**config.mk**
```make
export PLATFORM = sky130hd
export DESIGN_NAME = time_entry
export DESIGN_NICKNAME = d
export VERILOG_FILES = /design/src/rtl/time_entry.sv
export SDC_FILE = /design/constraint.sdc
export NUM_CORES = 1
export LEC_CHECK = 0
export BUFFER_PORTS_ARGS = -buffer_cell sky130_fd_sc_hd__buf_2
export CAP_MARGIN = 40
export CORE_AREA = 2 2 121 123
export CTS_BUF_LIST = sky130_fd_sc_hd__clkbuf_16
export CTS_CLUSTER_DIAMETER = 80
export CTS_CLUSTER_SIZE = 40
export DETAILED_ROUTE_END_ITERATION = 8
export DIE_AREA = 0 0 123 125
export HOLD_SLACK_MARGIN = 0.12
export PLACE_DENSITY = 0.54
export RECOVER_POWER = 100
export SLEW_MARGIN = 5
export SYNTH_ARGS = -nofsm -noshare
export SYNTH_HDL_FRONTEND = slang
export SYNTH_SLANG_ARGS = --single-unit
```
**constraint.sdc**
```tcl
create_clock -name clk -period 4.8 [get_ports clk]
set_input_delay 1.44 -clock clk [delete_from_list [all_inputs] [get_ports clk]]
set_output_delay 1.44 -clock clk [all_outputs]
set_load 0.05 [all_outputs]
```
**src/rtl/time_entry.sv**
```systemverilog
// Button-driven BCD MM:SS editor with debounced inputs and one-hot cursor.
// Optional auto-repeat for up/down when TIME_ENTRY_AUTO_REPEAT_EN is defined.
module time_entry #(
    parameter int DEBOUNCE_CYCLES = 16,
    parameter int REPEAT_DELAY    = 32,
    parameter int REPEAT_PERIOD   = 8
) (
    input  logic        clk,
    input  logic        reset,
    input  logic        enable,
    input  logic        btn_up,
    input  logic        btn_down,
    input  logic        btn_left,
    input  logic        btn_right,
    input  logic        btn_confirm,
    input  logic [15:0] current_time,
    output logic [15:0] num_out,
    output logic [3:0]  which_seg_on,
    output logic        finish,
    output logic        busy
);

    localparam int NIN = 6;
    localparam int CW  = (DEBOUNCE_CYCLES < 2) ? 1 : $clog2(DEBOUNCE_CYCLES + 1);

    typedef enum logic [2:0] {IDLE, LOAD, EDIT, COMMIT, DONE} state_t;

    // Bit order: 0 enable, 1 up, 2 down, 3 left, 4 right, 5 confirm.
    logic [NIN-1:0] raw, sync1, sync2, deb, press;
    logic [CW-1:0]  cnt [NIN];

    assign raw = {btn_confirm, btn_right, btn_left, btn_down, btn_up, enable};

    always_ff @(posedge clk or posedge reset) begin
        if (reset) begin
            sync1 <= '0;
            sync2 <= '0;
            deb   <= '0;
            press <= '0;
            for (int unsigned i = 0; i < NIN; i++) cnt[i] <= '0;
        end else begin
            sync1 <= raw;
            sync2 <= sync1;
            for (int unsigned i = 0; i < NIN; i++) begin
                press[i] <= 1'b0;
                if (sync2[i] == deb[i]) begin
                    cnt[i] <= '0;
                end else if (cnt[i] == CW'(DEBOUNCE_CYCLES - 1)) begin
                    deb[i]   <= sync2[i];
                    press[i] <= sync2[i];
                    cnt[i]   <= '0;
                end else begin
                    cnt[i] <= cnt[i] + 1'b1;
                end
            end
        end
    end

    logic en_level, en_rise, up_p, down_p;
    assign en_level = deb[0];
    assign en_rise  = press[0];

`ifdef TIME_ENTRY_AUTO_REPEAT_EN
    localparam int RMAX = (REPEAT_DELAY > REPEAT_PERIOD) ? REPEAT_DELAY : REPEAT_PERIOD;
    localparam int RW   = (RMAX < 2) ? 1 : $clog2(RMAX + 1);

    logic [1:0]    rep, rphase;
    logic [RW-1:0] rcnt [2];

    // Channel 0 follows up, channel 1 follows down; first repeat after the
    // delay, then one per period until the debounced level drops.
    always_ff @(posedge clk or posedge reset) begin
        if (reset) begin
            rep    <= '0;
            rphase <= '0;
            for (int unsigned j = 0; j < 2; j++) rcnt[j] <= '0;
        end else begin
            for (int unsigned j = 0; j < 2; j++) begin
                rep[j] <= 1'b0;
                if (!deb[1+j] || press[1+j]) begin
                    rcnt[j]   <= '0;
                    rphase[j] <= 1'b0;
                end else if (!rphase[j] && rcnt[j] == RW'(REPEAT_DELAY - 1)) begin
                    rep[j]    <= 1'b1;
                    rphase[j] <= 1'b1;
                    rcnt[j]   <= '0;
                end else if (rphase[j] && rcnt[j] == RW'(REPEAT_PERIOD - 1)) begin
                    rep[j]  <= 1'b1;
                    rcnt[j] <= '0;
                end else begin
                    rcnt[j] <= rcnt[j] + 1'b1;
                end
            end
        end
    end

    assign up_p   = press[1] | rep[0];
    assign down_p = press[2] | rep[1];
`else
    assign up_p   = press[1];
    assign down_p = press[2];
`endif

    logic act_confirm, act_up, act_down, act_left, act_right;
    assign act_confirm = press[5];
    assign act_up      = !act_confirm && up_p;
    assign act_down    = !act_confirm && !up_p && down_p;
    assign act_left    = !act_confirm && !up_p && !down_p && press[3];
    assign act_right   = !act_confirm && !up_p && !down_p && !press[3] && press[4];

    logic [15:0] clamped, edited;
    logic [3:0]  next_seg;

    always_comb begin
        clamped = '0;
        edited  = num_out;
        for (int unsigned k = 0; k < 4; k++) begin
            logic [3:0] lim, d;
            lim = (k == 1 || k == 3) ? 4'd5 : 4'd9;
            d   = current_time[4*k +: 4];
            clamped[4*k +: 4] = (d > lim) ? 4'd0 : d;
            d   = num_out[4*k +: 4];
            if (which_seg_on[k]) begin
                if (act_up)
                    edited[4*k +: 4] = (d >= lim) ? 4'd0 : d + 4'd1;
                else if (act_down)
                    edited[4*k +: 4] = (d == 4'd0) ? lim : d - 4'd1;
            end
        end
        next_seg = which_seg_on;
        if (act_left)
            next_seg = {which_seg_on[2:0], which_seg_on[3]};
        else if (act_right)
            next_seg = {which_seg_on[0], which_seg_on[3:1]};
    end

    state_t state;

    always_ff @(posedge clk or posedge reset) begin
        if (reset) begin
            state        <= IDLE;
            num_out      <= '0;
            which_seg_on <= '0;
            finish       <= 1'b0;
            busy         <= 1'b0;
        end else begin
            finish <= 1'b0;
            unique case (state)
                IDLE: begin
                    which_seg_on <= '0;
                    if (en_rise) begin
                        state <= LOAD;
                        busy  <= 1'b1;
                    end
                end
                LOAD: begin
                    num_out      <= clamped;
                    which_seg_on <= 4'b1000;
                    state        <= EDIT;
                end
                EDIT: begin
                    if (!en_level) begin
                        state        <= IDLE;
                        which_seg_on <= '0;
                        busy         <= 1'b0;
                    end else if (act_confirm) begin
                        state        <= COMMIT;
                        finish       <= 1'b1;
                        which_seg_on <= '0;
                        busy         <= 1'b0;
                    end else begin
                        num_out      <= edited;
                        which_seg_on <= next_seg;
                    end
                end
                COMMIT: state <= DONE;
                DONE: if (!en_level) state <= IDLE;
                default: state <= IDLE;
            endcase
        end
    end

endmodule
```
## Word level (Yosys, flattened, before mapping)

Cells that the tools add are included.

- Memories kept: 0
- Bits in latches: 0
- Bits in read-only memories: 0
- Word-level logic and storage cells: 178
- Input bits: 24
- Flip-flop bits (word level): 79
- Output and inout bits: 22
- Bits in writable memories: 0

- Div/mod/pow operators: 0
- Mux-type cells: 68
- Reduce and logical (&&, ||, !) cells: 32
- Bitwise logic cells: 6
- Shift-type cells: 0
- Equality and inequality tests: 27
- Magnitude comparators: 8
- Add/subtract/negate cells: 14
- Multiply operators: 0

Operators with widths:

| cell | number |
|---|---|
| $mux W4 | 28 |
| $mux W5 | 12 |
| $mux W16 | 2 |
| $pmux W16 S2 | 1 |
| $add A5 B1 Y5 const B | 6 |
| $eq A5 B4 Y1 const B | 6 |
| $reduce_and A5 Y1 | 4 |
| $mux W1 | 18 |
| $add A4 B1 Y4 const B | 4 |
| $logic_not A4 Y1 | 4 |
| $ne A2 B2 Y1 const B | 8 |
| $sub A4 B1 Y4 const B | 4 |
| $pmux W3 S5 | 1 |
| $reduce_and A2 Y1 | 7 |
| $mux W3 | 4 |
| $pmux W4 S3 | 1 |
| $ge A4 B3 Y1 const B | 2 |
| $ge A4 B4 Y1 const B | 2 |
| $gt A4 B3 Y1 const B | 2 |
| $gt A4 B4 Y1 const B | 2 |
| $logic_and A1 B1 Y1 | 7 |
| $eq A1 B1 Y1 | 6 |
| $eq A3 B2 Y1 const B | 2 |
| $ne A3 B3 Y1 const B | 2 |
| other kinds (10) | 20 |

## Longest topological paths before layout

Gate-level depths: netlist of the first run.

- Depth after elaboration: 10
- Mapped depth: 7
- Gate-level depth less buffers: 7

## Least setup slack after synthesis of the first run

Ideal clock, no wire load.

- Kind: register to output
- From: register num_out[8]
- To: output port num_out[8]
- Setup slack: 2.650 ns
- Buffers on the path: 0
- Stages on the path, launching flop included: 1
- Arrival time: 0.710 ns
- Cells stage by stage: dfrtp_1

RTL lines:

| element | RTL line | RTL |
|---|---|---|
| start, declared | 17 | `output logic [15:0] num_out,` |
| start signal, assigned | 157 | `num_out <= clamped;` |
| start signal, assigned | 172 | `num_out <= edited;` |

No word-level cell between the ends.

==> results of run 1 <==
==> cell families (layout without fill, tap and decap cells) <==
group	after synthesis	in the layout	synth area share, %
XOR/XNOR	16	16	3.39
buffers and inverters	36	84	3.75
AO/OA/AOI/OAI	97	97	15.3
multiplexers	14	14	3.69
AND/OR/NAND/NOR	160	160	20.4
adder cells (fa/ha/maj)	19	19	5.75
flip-flops	79	79	47.8
==> worst paths after layout <==
| check | slack [ps] | endpoint |
|---|---|---|
| max in group clk | 2000 | num_out[15] |
| setup / recovery | 1770 | cnt[20] |
| setup reg to reg | 2210 | num_out[9] |
| min in group asynchronous | 1110 | sync1[1] |
| hold reg to reg | 350 | sync2[4] |
| hold / removal | 350 | sync2[4] |
==> area by class of cell <==
type,count,area share [%]
Multi-Input combinational cell,306,41.5
Sequential cell,79,41.3
Timing Repair Buffer,48,4.94
Tap cell,184,4.81
Clock buffer,9,4.70
Inverter,21,1.67
Clock inverter,6,1.15
==> state kept, by name (all words and copies together), names as in the netlist <==
register,flops
press,6
cnt,30
sync2,6
state,3
which_seg_on,4
num_out,16
busy,1
sync1,6
deb,6
finish,1
==> power by group <==
part | internal [mW] | total, mW | switching, mW
Combinational | 0.0282 | 0.0676 | 0.0394
Clock | 0.394 | 0.637 | 0.243
Sequential | 0.685 | 0.699 | 0.0147
Total | 1.11 | 1.40 | 0.297
==> placed cells by master, fill, tap and decap left out, types with 8 or more instances in the layout <==
cell type,count
o21ai_0,27
nor2b_1,8
buf_2,23
mux2_2,10
inv_1,22
nor2_1,48
nand3_1,24
xor2_1,12
clkbuf_16,9
a211oi_1,8
a31oi_1,10
ha_1,19
clkbuf_1,23
a21oi_1,21
nand2_1,26
dfrtp_1,79
==> routing by layer <==
metal	vias to the layer above	track usage (%)
met3	11	4.38
met5	-	0
met1	1563	15.0
met2	81	19.8
met4	0	3.21
li1	1595	-
==> through the flow <==
| step | hold slack, ps | setup slack, ps |
|---|---|---|
| after global placement | 335 | 2250 |
| after global routing | 364 | 1340 |
| after detailed placement | 346 | 2520 |
| after CTS | 358 | 2160 |
| final | 352 | 1770 |
| after floorplan | 331 | 1340 |
==> impl_metrics.py, run 1 <==
metrics = {
    "status": {
        "status": "completed",
    },
    "critical_path": {
        "max_stage_delay_ps": 1050,
        "crit_cells": 4,
        "cp_max_fo": 46,
        "path_cells": "buf_2, clkinvlp_2, buf_16, clkbuf_1",
        "crit_arrival_ps": 3220,
        "start_kind": "input port",
        "path_buf_inv": 4,
        "cp_top_family": "buffers and inverters",
        "crit_type": "input port to async pin",
        "r2r_cells": 5,
        "end_kind": "async pin",
        "r2r-start": "state[2]",
        "critPathSlowestCell": "clkbuf_1",
        "critPathRequiredTime_ps": 5000,
        "startpoint": "reset",
    },
    "synthesis": {
        "synth_area_leaders": "dfrtp_1 (48%), ha_1 (5.7%), nor2_1 (4.3%)",
        "yosysUniqueCellTypes": 56,
        "yosysWarningCount": 0,
        "synth_seq_cells": 79,
        "synthArstFlopShare_pct": 100,
        "synth_common_cells": "dfrtp_1 (79), nor2_1 (47), nand2_1 (26)",
        "yosys.area.top_type_share_pct": 47.8,
        "synth.most_common_cell": "dfrtp_1",
        "synth_edf_count": 0,
        "ys.flop_type": "dfrtp_1",
        "synth_top_area_cell": "dfrtp_1",
        "syn-num-nets": 464,
        "syn_avg_cell_area_sq_um": 9.83,
        "synth_area_sq_um": 4140,
        "seq_area_frac_synth_pct": 47.8,
        "syn_inst": 421,
    },
    "timing": {
        "finalHoldViolCount": 0,
        "slew_headroom_pct": 6.80,
        "rsz0062_at_grt": "false",
        "finalSetupTns_ps": 0,
        "drv_slew": 0,
        "fin_skew_ps": 5.26,
        "worstMarginPinSlew_ps": 1400,
        "period_share_pct": 63.1,
        "setup_violations": 0,
        "clock.fmax_mhz": 330,
        "fin_crit_ps": 3030,
    },
    "detailed_routing": {
        "drc_errors": 0,
        "avgRoutedWirePerCell_microns": 13.5,
        "drtIter0Drc": 139,
        "vias": 3250,
        "drt-total-wl_microns": 8840,
        "route.met2.wl_microns": 4260,
        "ant_nets": 0,
        "top_layer_used": "met4",
        "met1_length_microns": 3850,
        "avgViaCountPerCell": 4.98,
        "wl_met3_microns": 606,
        "first_pass_iters": 4,
    },
    "pwr": {
        "ir_worst_vdd_v": 0.000183,
        "report.power.total_mw": 1.40,
        "p_leak_nw": 2.15,
        "powerDensity_nw_per_um2": 293,
    },
    "placement": {
        "routabilityCongestion": 0.827,
        "dp_hpwl_microns": 6300,
        "place_area_sq_um": 4560,
        "dp_cells": 638,
        "port_buffers": 45,
    },
    "die": {
        "rows": 44,
        "initial_core_util_pct": 29.1,
        "ios": 46,
        "die_h_microns": 125,
        "dieArea_sq_um": 15400,
        "die_w_microns": 123,
        "core_area_sq_um": 14200,
    },
    "clock_tree": {
        "clkTransAtPathRegs_ps": 60,
        "cts.sinks": 79,
        "root_buffer": "clkbuf_16",
        "clk_path_buf_depth": 2,
        "clkLatencyLatePin_ps": 320,
        "cts_setup_buffers": 0,
        "cts_tree": "done",
        "hold_buffers": 0,
        "ctsHtreeMaxLevel": 3,
        "numCtsBuffers": 9,
        "cts_resized": 0,
    },
    "hold_path": {
        "hold_class": "flip-flop to flip-flop",
        "whs_path_depth": 0,
        "worstHoldStart": "sync1[4]",
    },
    "cells_and_area": {
        "area_delta_synth_final_pct": 15.8,
        "nets": 508,
        "diodes": 0,
        "postLayoutCoreUtil_pct": 33.7,
        "fillers": 1471,
        "final_cells": 653,
        "drive_above_1_share_pct": 11.1,
        "multi_input_area_sq_um": 1990,
        "regArea_sq_um": 1980,
        "final_area_sq_um": 4790,
    },
    "grt": {
        "grt_overflow": 0,
        "antenna_found_initial": 0,
        "grt_pass1_vias": 3148,
        "grt_pass1_wl_microns": 14900,
        "grt_max_degree": 47,
        "grt_usage_pct": 12.1,
    },
    "flow_run": {
        "maxCapViolations": 0,
    },
}
(Power assumes the default switching activity.)
==> run 2, diff against run 1 <==
--- a/config.mk
+++ b/config.mk
@@ -14,7 +14,7 @@
 export DETAILED_ROUTE_END_ITERATION = 8
 export DIE_AREA = 0 0 123 125
 export HOLD_SLACK_MARGIN = 0.12
-export PLACE_DENSITY = 0.54
+export PLACE_DENSITY = 0.55
 export RECOVER_POWER = 100
 export SLEW_MARGIN = 5
 export SYNTH_ARGS = -nofsm -noshare
==> constraint.sdc (replaced) <==
create_clock -name clk -period 2.7 [get_ports clk]
set_input_delay 0.81 -clock clk [delete_from_list [all_inputs] [get_ports clk]]
set_output_delay 0.81 -clock clk [all_outputs]
set_load 0.05 [all_outputs]
==> impl_metrics.py, run 2 (synthesized netlist as in run 1, its figures left out) <==
metrics = {
    "cells_and_area": {
        "diodes": 0,
        "regMostFlops": "cnt",
        "nets": 509,
        "drive_above_1_share_pct": 11.9,
        "postLayoutCoreUtil_pct": 33.8,
        "final_cells": 655,
        "area_delta_synth_final_pct": 16.0,
        "final_cell_mix": "dfrtp_1 (79), nor2_1 (48), nand2_1 (26), o21ai_0 (26), nand3_1 (24)",
        "largest_reg_flops": 30,
        "final_common_cell": "dfrtp_1",
        "largestRegisters": "cnt x30, num_out x16",
    },
    "flow_run": {
        "maxCapViolations": 0,
    },
    "placement": {
        "dp_worst_setup_slack_ps": 640,
        "dp_cells": 639,
        "routabilityCongestion": 0.909,
        "port_buffers": 45,
        "dp_hpwl_microns": 6430,
    },
    "grt": {
        "met1_usage_pct": 15.0,
        "antenna_found_initial": 0,
        "met2_usage_pct": 20.2,
        "grt_pass1_wl_microns": 14800,
        "grt_use_met3_pct": 3.28,
        "grt_pass1_vias": 3086,
        "grt_usage_pct": 12.1,
        "grt.busiest_layer": "met2",
        "grt_max_degree": 59,
        "grt_overflow": 0,
    },
    "clock_tree": {
        "clk_path_buf_depth": 2,
        "cts.sinks": 79,
        "cts_resized": 0,
        "ctsHtreeMaxLevel": 3,
        "root_buffer": "clkbuf_16",
        "numCtsBuffers": 9,
        "hold_buffers": 0,
        "cts_setup_buffers": 0,
        "cts_tree": "done",
        "clkLatencyLatePin_ps": 340,
        "clkTransAtPathRegs_ps": 60,
    },
    "timing": {
        "setup_violations": 0,
        "finalSetupTns_ps": 0,
        "finalHoldViolCount": 0,
        "worstMarginPinSlew_ps": 1400,
        "slew_headroom_pct": 6.93,
        "fin_crit_ps": 2210,
        "holdWs_ps": 348,
        "fin_skew_ps": 7.35,
        "clock.fmax_mhz": 453,
        "rsz0062_at_grt": "false",
        "period_share_pct": 81.8,
        "worst_slack_ps": 491,
        "drv_slew": 0,
    },
    "pwr": {
        "swShare_pct": 22.8,
        "p_switching_mw": 0.586,
        "intPower_mw": 1.98,
        "p_leak_nw": 2.15,
        "pwr-share-comb_pct": 4.5,
        "ir_worst_vdd_v": 0.000418,
        "powerDensity_nw_per_um2": 535,
        "p_clk_share_pct": 47.1,
        "sequentialPowerShare_pct": 48.4,
    },
    "critical_path": {
        "crit_arrival_ps": 1400,
        "crit_type": "flip-flop to output pin",
        "critPathRequiredTime_ps": 1890,
        "critPathSlowestCell": "dfrtp_1",
        "r2r-end": "num_out[9]",
        "max_stage_delay_ps": 540,
        "path_buf_inv": 1,
        "cp_max_fo": 11,
        "end_kind": "output pin",
        "r2r_setup_slack_ps": 560,
        "r2r_cells": 5,
        "cp_top_family": "flip-flops",
        "start_kind": "flip-flop",
        "path_cells": "clkbuf_1",
        "r2r-start": "state[2]",
    },
    "die": {
        "die_w_microns": 123,
        "dieArea_sq_um": 15400,
        "die_h_microns": 125,
        "ios": 46,
        "rows": 44,
        "core_area_sq_um": 14200,
        "initial_core_util_pct": 29.1,
    },
    "hold_path": {
        "hold_class": "flip-flop to flip-flop",
        "hold_end": "sync2[5]",
        "worstHoldStart": "sync1[5]",
        "whs_path_depth": 0,
    },
    "detailed_routing": {
        "ant_nets": 0,
        "vias": 3233,
        "avgViaCountPerCell": 4.94,
        "first_pass_iters": 4,
        "drtIter0Drc": 205,
        "drt-total-wl_microns": 8930,
        "avgRoutedWirePerCell_microns": 13.6,
        "drc_errors": 0,
    },
    "status": {
        "status": "completed",
    },
}
[run 2: per-layer routing]
| metal | up-vias | wire [microns] |
|---|---|---|
| met4 | 0 | 114 |
| met5 | - | 0 |
| met3 | 10 | 347 |
| met1 | 1576 | 4040 |
| met2 | 48 | 4430 |
| li1 | 1599 | - |
[run 2: worst max path at each step]
stage | startpoint | endpoint | slack [ps] | depth (start not counted)
CTS | num_out[8] | num_out[11] | 630 | 7
finish | num_out[11] | num_out[11] | 490 | 1
global route | state[2] | num_out[9] | 260 | 5
detailed placement | num_out[8] | num_out[11] | 640 | 7
floorplan | num_out[9] | num_out[11] | 610 | 7
global placement | num_out[8] | num_out[11] | 760 | 7
[run 2: power by group through the flow]
stage / Combinational, mW / Clock [mW] / Sequential (mW)
detailed placement: 0.124 / 0 / 1.26
CTS: 0.125 / 1.25 / 1.24
floorplan: 0.0750 / 0 / 1.26
global placement: 0.121 / 0 / 1.26
finish: 0.116 / 1.21 / 1.24
global route: 0.138 / 1.30 / 1.25
[run 2: cell type report]
type / instances / area (sq um)
Tap cell: 184 / 230
Sequential cell: 79 / 1980
Inverter: 21 / 80.1
Fill cell: 1457 / 9410
Clock buffer: 9 / 225
Timing Repair Buffer: 49 / 221
Multi-Input combinational cell: 306 / 1990
Clock inverter: 7 / 72.6
[run 2: stage by stage]
step	instance area [sq um]	total power [mW]
after floorplan	4140	1.34
after global placement	4560	1.38
after detailed placement	4560	1.39
after CTS	4860	2.62
after global routing	4800	2.68
final	4800	2.57
==> run 3, diff against run 2 <==
==> constraint.sdc (replaced) <==
create_clock -name clk -period 1.9 [get_ports clk]
set_input_delay 0.57 -clock clk [delete_from_list [all_inputs] [get_ports clk]]
set_output_delay 0.57 -clock clk [all_outputs]
set_load 0.05 [all_outputs]
==> impl_metrics.py, run 3 (synthesized netlist as in run 1, its figures left out) <==
metrics = {
    "timing": {
        "finalSetupTns_ps": 0,
        "worst_slack_ps": 79.8,
        "slew_headroom_pct": 29.5,
        "setup_violations": 0,
        "worstMarginPinSlew_ps": 1060,
        "fin_crit_ps": 1820,
        "fin_skew_ps": 6.00,
        "finalHoldViolCount": 0,
        "period_share_pct": 95.8,
        "clock.fmax_mhz": 549,
        "drv_slew": 0,
        "holdWs_ps": 347,
    },
    "grt": {
        "grt_overflow": 0,
        "antenna_found_initial": 0,
        "grt_pass1_wl_microns": 14900,
        "grt_usage_pct": 12.0,
        "grt_max_degree": 80,
        "grt_pass1_vias": 3205,
    },
    "clock_tree": {
        "cts.sinks": 79,
        "clkTransAtPathRegs_ps": 60,
        "root_buffer": "clkbuf_16",
        "cts_tree": "done",
        "cts_setup_buffers": 0,
        "clkLatencyLatePin_ps": 330,
        "ctsHtreeMaxLevel": 3,
        "clk_path_buf_depth": 2,
        "hold_buffers": 0,
        "numCtsBuffers": 9,
    },
    "cells_and_area": {
        "final_common_cell": "dfrtp_1",
        "final_cell_mix": "dfrtp_1 (75), nor2_1 (47), nand2_1 (26), o21ai_0 (25), nand3_1 (24)",
        "final_cells": 666,
        "largestRegisters": "cnt x30, num_out x16",
        "drive_above_1_share_pct": 19.5,
        "postLayoutCoreUtil_pct": 35.0,
        "fillers": 1450,
        "final_area_sq_um": 4970,
        "regMostFlops": "cnt",
        "multi_input_area_sq_um": 2040,
        "largest_reg_flops": 30,
        "diodes": 0,
        "regArea_sq_um": 1980,
        "nets": 520,
        "area_delta_synth_final_pct": 20.0,
    },
    "die": {
        "core_area_sq_um": 14200,
        "die_w_microns": 123,
        "initial_core_util_pct": 29.1,
        "die_h_microns": 125,
        "dieArea_sq_um": 15400,
        "rows": 44,
        "ios": 46,
    },
    "critical_path": {
        "r2r-end": "num_out[11]",
        "critPathRequiredTime_ps": 2150,
        "crit_type": "flip-flop to flip-flop",
        "cp_max_fo": 7,
        "r2r_cells": 7,
        "start_kind": "flip-flop",
        "r2r_setup_slack_ps": 80,
        "end_kind": "flip-flop",
        "crit_arrival_ps": 2070,
        "r2r-start": "num_out[9]",
    },
    "flow_run": {
        "maxCapViolations": 0,
    },
    "pwr": {
        "ir_worst_vdd_v": 0.000403,
        "p_leak_nw": 2.25,
        "report.power.total_mw": 3.69,
        "powerDensity_nw_per_um2": 743,
    },
    "detailed_routing": {
        "drc_errors": 0,
        "first_pass_iters": 4,
        "ant_nets": 0,
        "drtIter0Drc": 234,
        "avgRoutedWirePerCell_microns": 13.3,
        "drt-total-wl_microns": 8880,
        "vias": 3319,
        "avgViaCountPerCell": 4.98,
    },
    "placement": {
        "routabilityCongestion": 0.850,
        "place_area_sq_um": 4660,
        "dp_hpwl_microns": 6420,
        "dp_cells": 650,
        "port_buffers": 45,
        "dp_worst_setup_slack_ps": 73.8,
    },
    "hold_path": {
        "hold_end": "sync2[5]",
        "hold_class": "flip-flop to flip-flop",
        "whs_path_depth": 0,
        "worstHoldStart": "sync1[5]",
    },
    "status": {
        "status": "completed",
    },
}
run 3: cell count changes in the layout (fill, tap and decap cells not counted), sizes merged:
| cell | change |
|---|---|
| buf | +10 |
| bufinv | +1 |
| clkbuf | +1 |
| clkinv | +1 |
| clkinvlp | -1 |
| inv | -1 |
run 3: report_power, final:
part	internal, mW	switching (mW)	total [mW]
sequential	1.73	0.0363	1.77
clock	1.13	0.632	1.76
combinational	0.0663	0.0970	0.163
total	2.92	0.765	3.69
run 3: metal layers:
metal | vias up | wire [microns] | global-route usage [%]
met3 | 17 | 453 | 2.92
li1 | 1618 | - | -
met1 | 1617 | 3980 | 15.3
met2 | 67 | 4280 | 19.5
met5 | - | 0 | 0
met4 | 0 | 167 | 4.88
run 3: timing repair:
item,4_1_cts,5_1_grt
endpoints found under the setup margin,0,3
endpoints found under the hold margin,0,0
resized for setup,0,4
run 3: how the worst max path moves through the flow:
stage | start | end | slack, ps | cells after the start
floorplan | num_out[5] | num_out[6] | 6 | 7
global placement | num_out[9] | num_out[11] | 110 | 7
detailed placement | num_out[9] | num_out[11] | 70 | 7
CTS | num_out[9] | num_out[11] | 70 | 7
global route | num_out[9] | num_out[11] | -4 | 7
finish | num_out[9] | num_out[11] | 80 | 7
run 3: cell type report:
type / instances / share of cell area (%)
inverter: 21 / 1.66
clock inverter: 7 / 1.59
clock buffer: 9 / 4.54
tap: 184 / 4.64
sequential: 79 / 39.9
timing repair buffer: 60 / 6.68
multi-input combinational: 306 / 41.0
run 3: critical path: stages, from the launching register on:
cell and delay, ps:
dfrtp_2 430, inv_2 100, ha_4 170, or3b_4 390
mux2_2 270, o22ai_1 140, nand2_1 70, a31oi_1 160
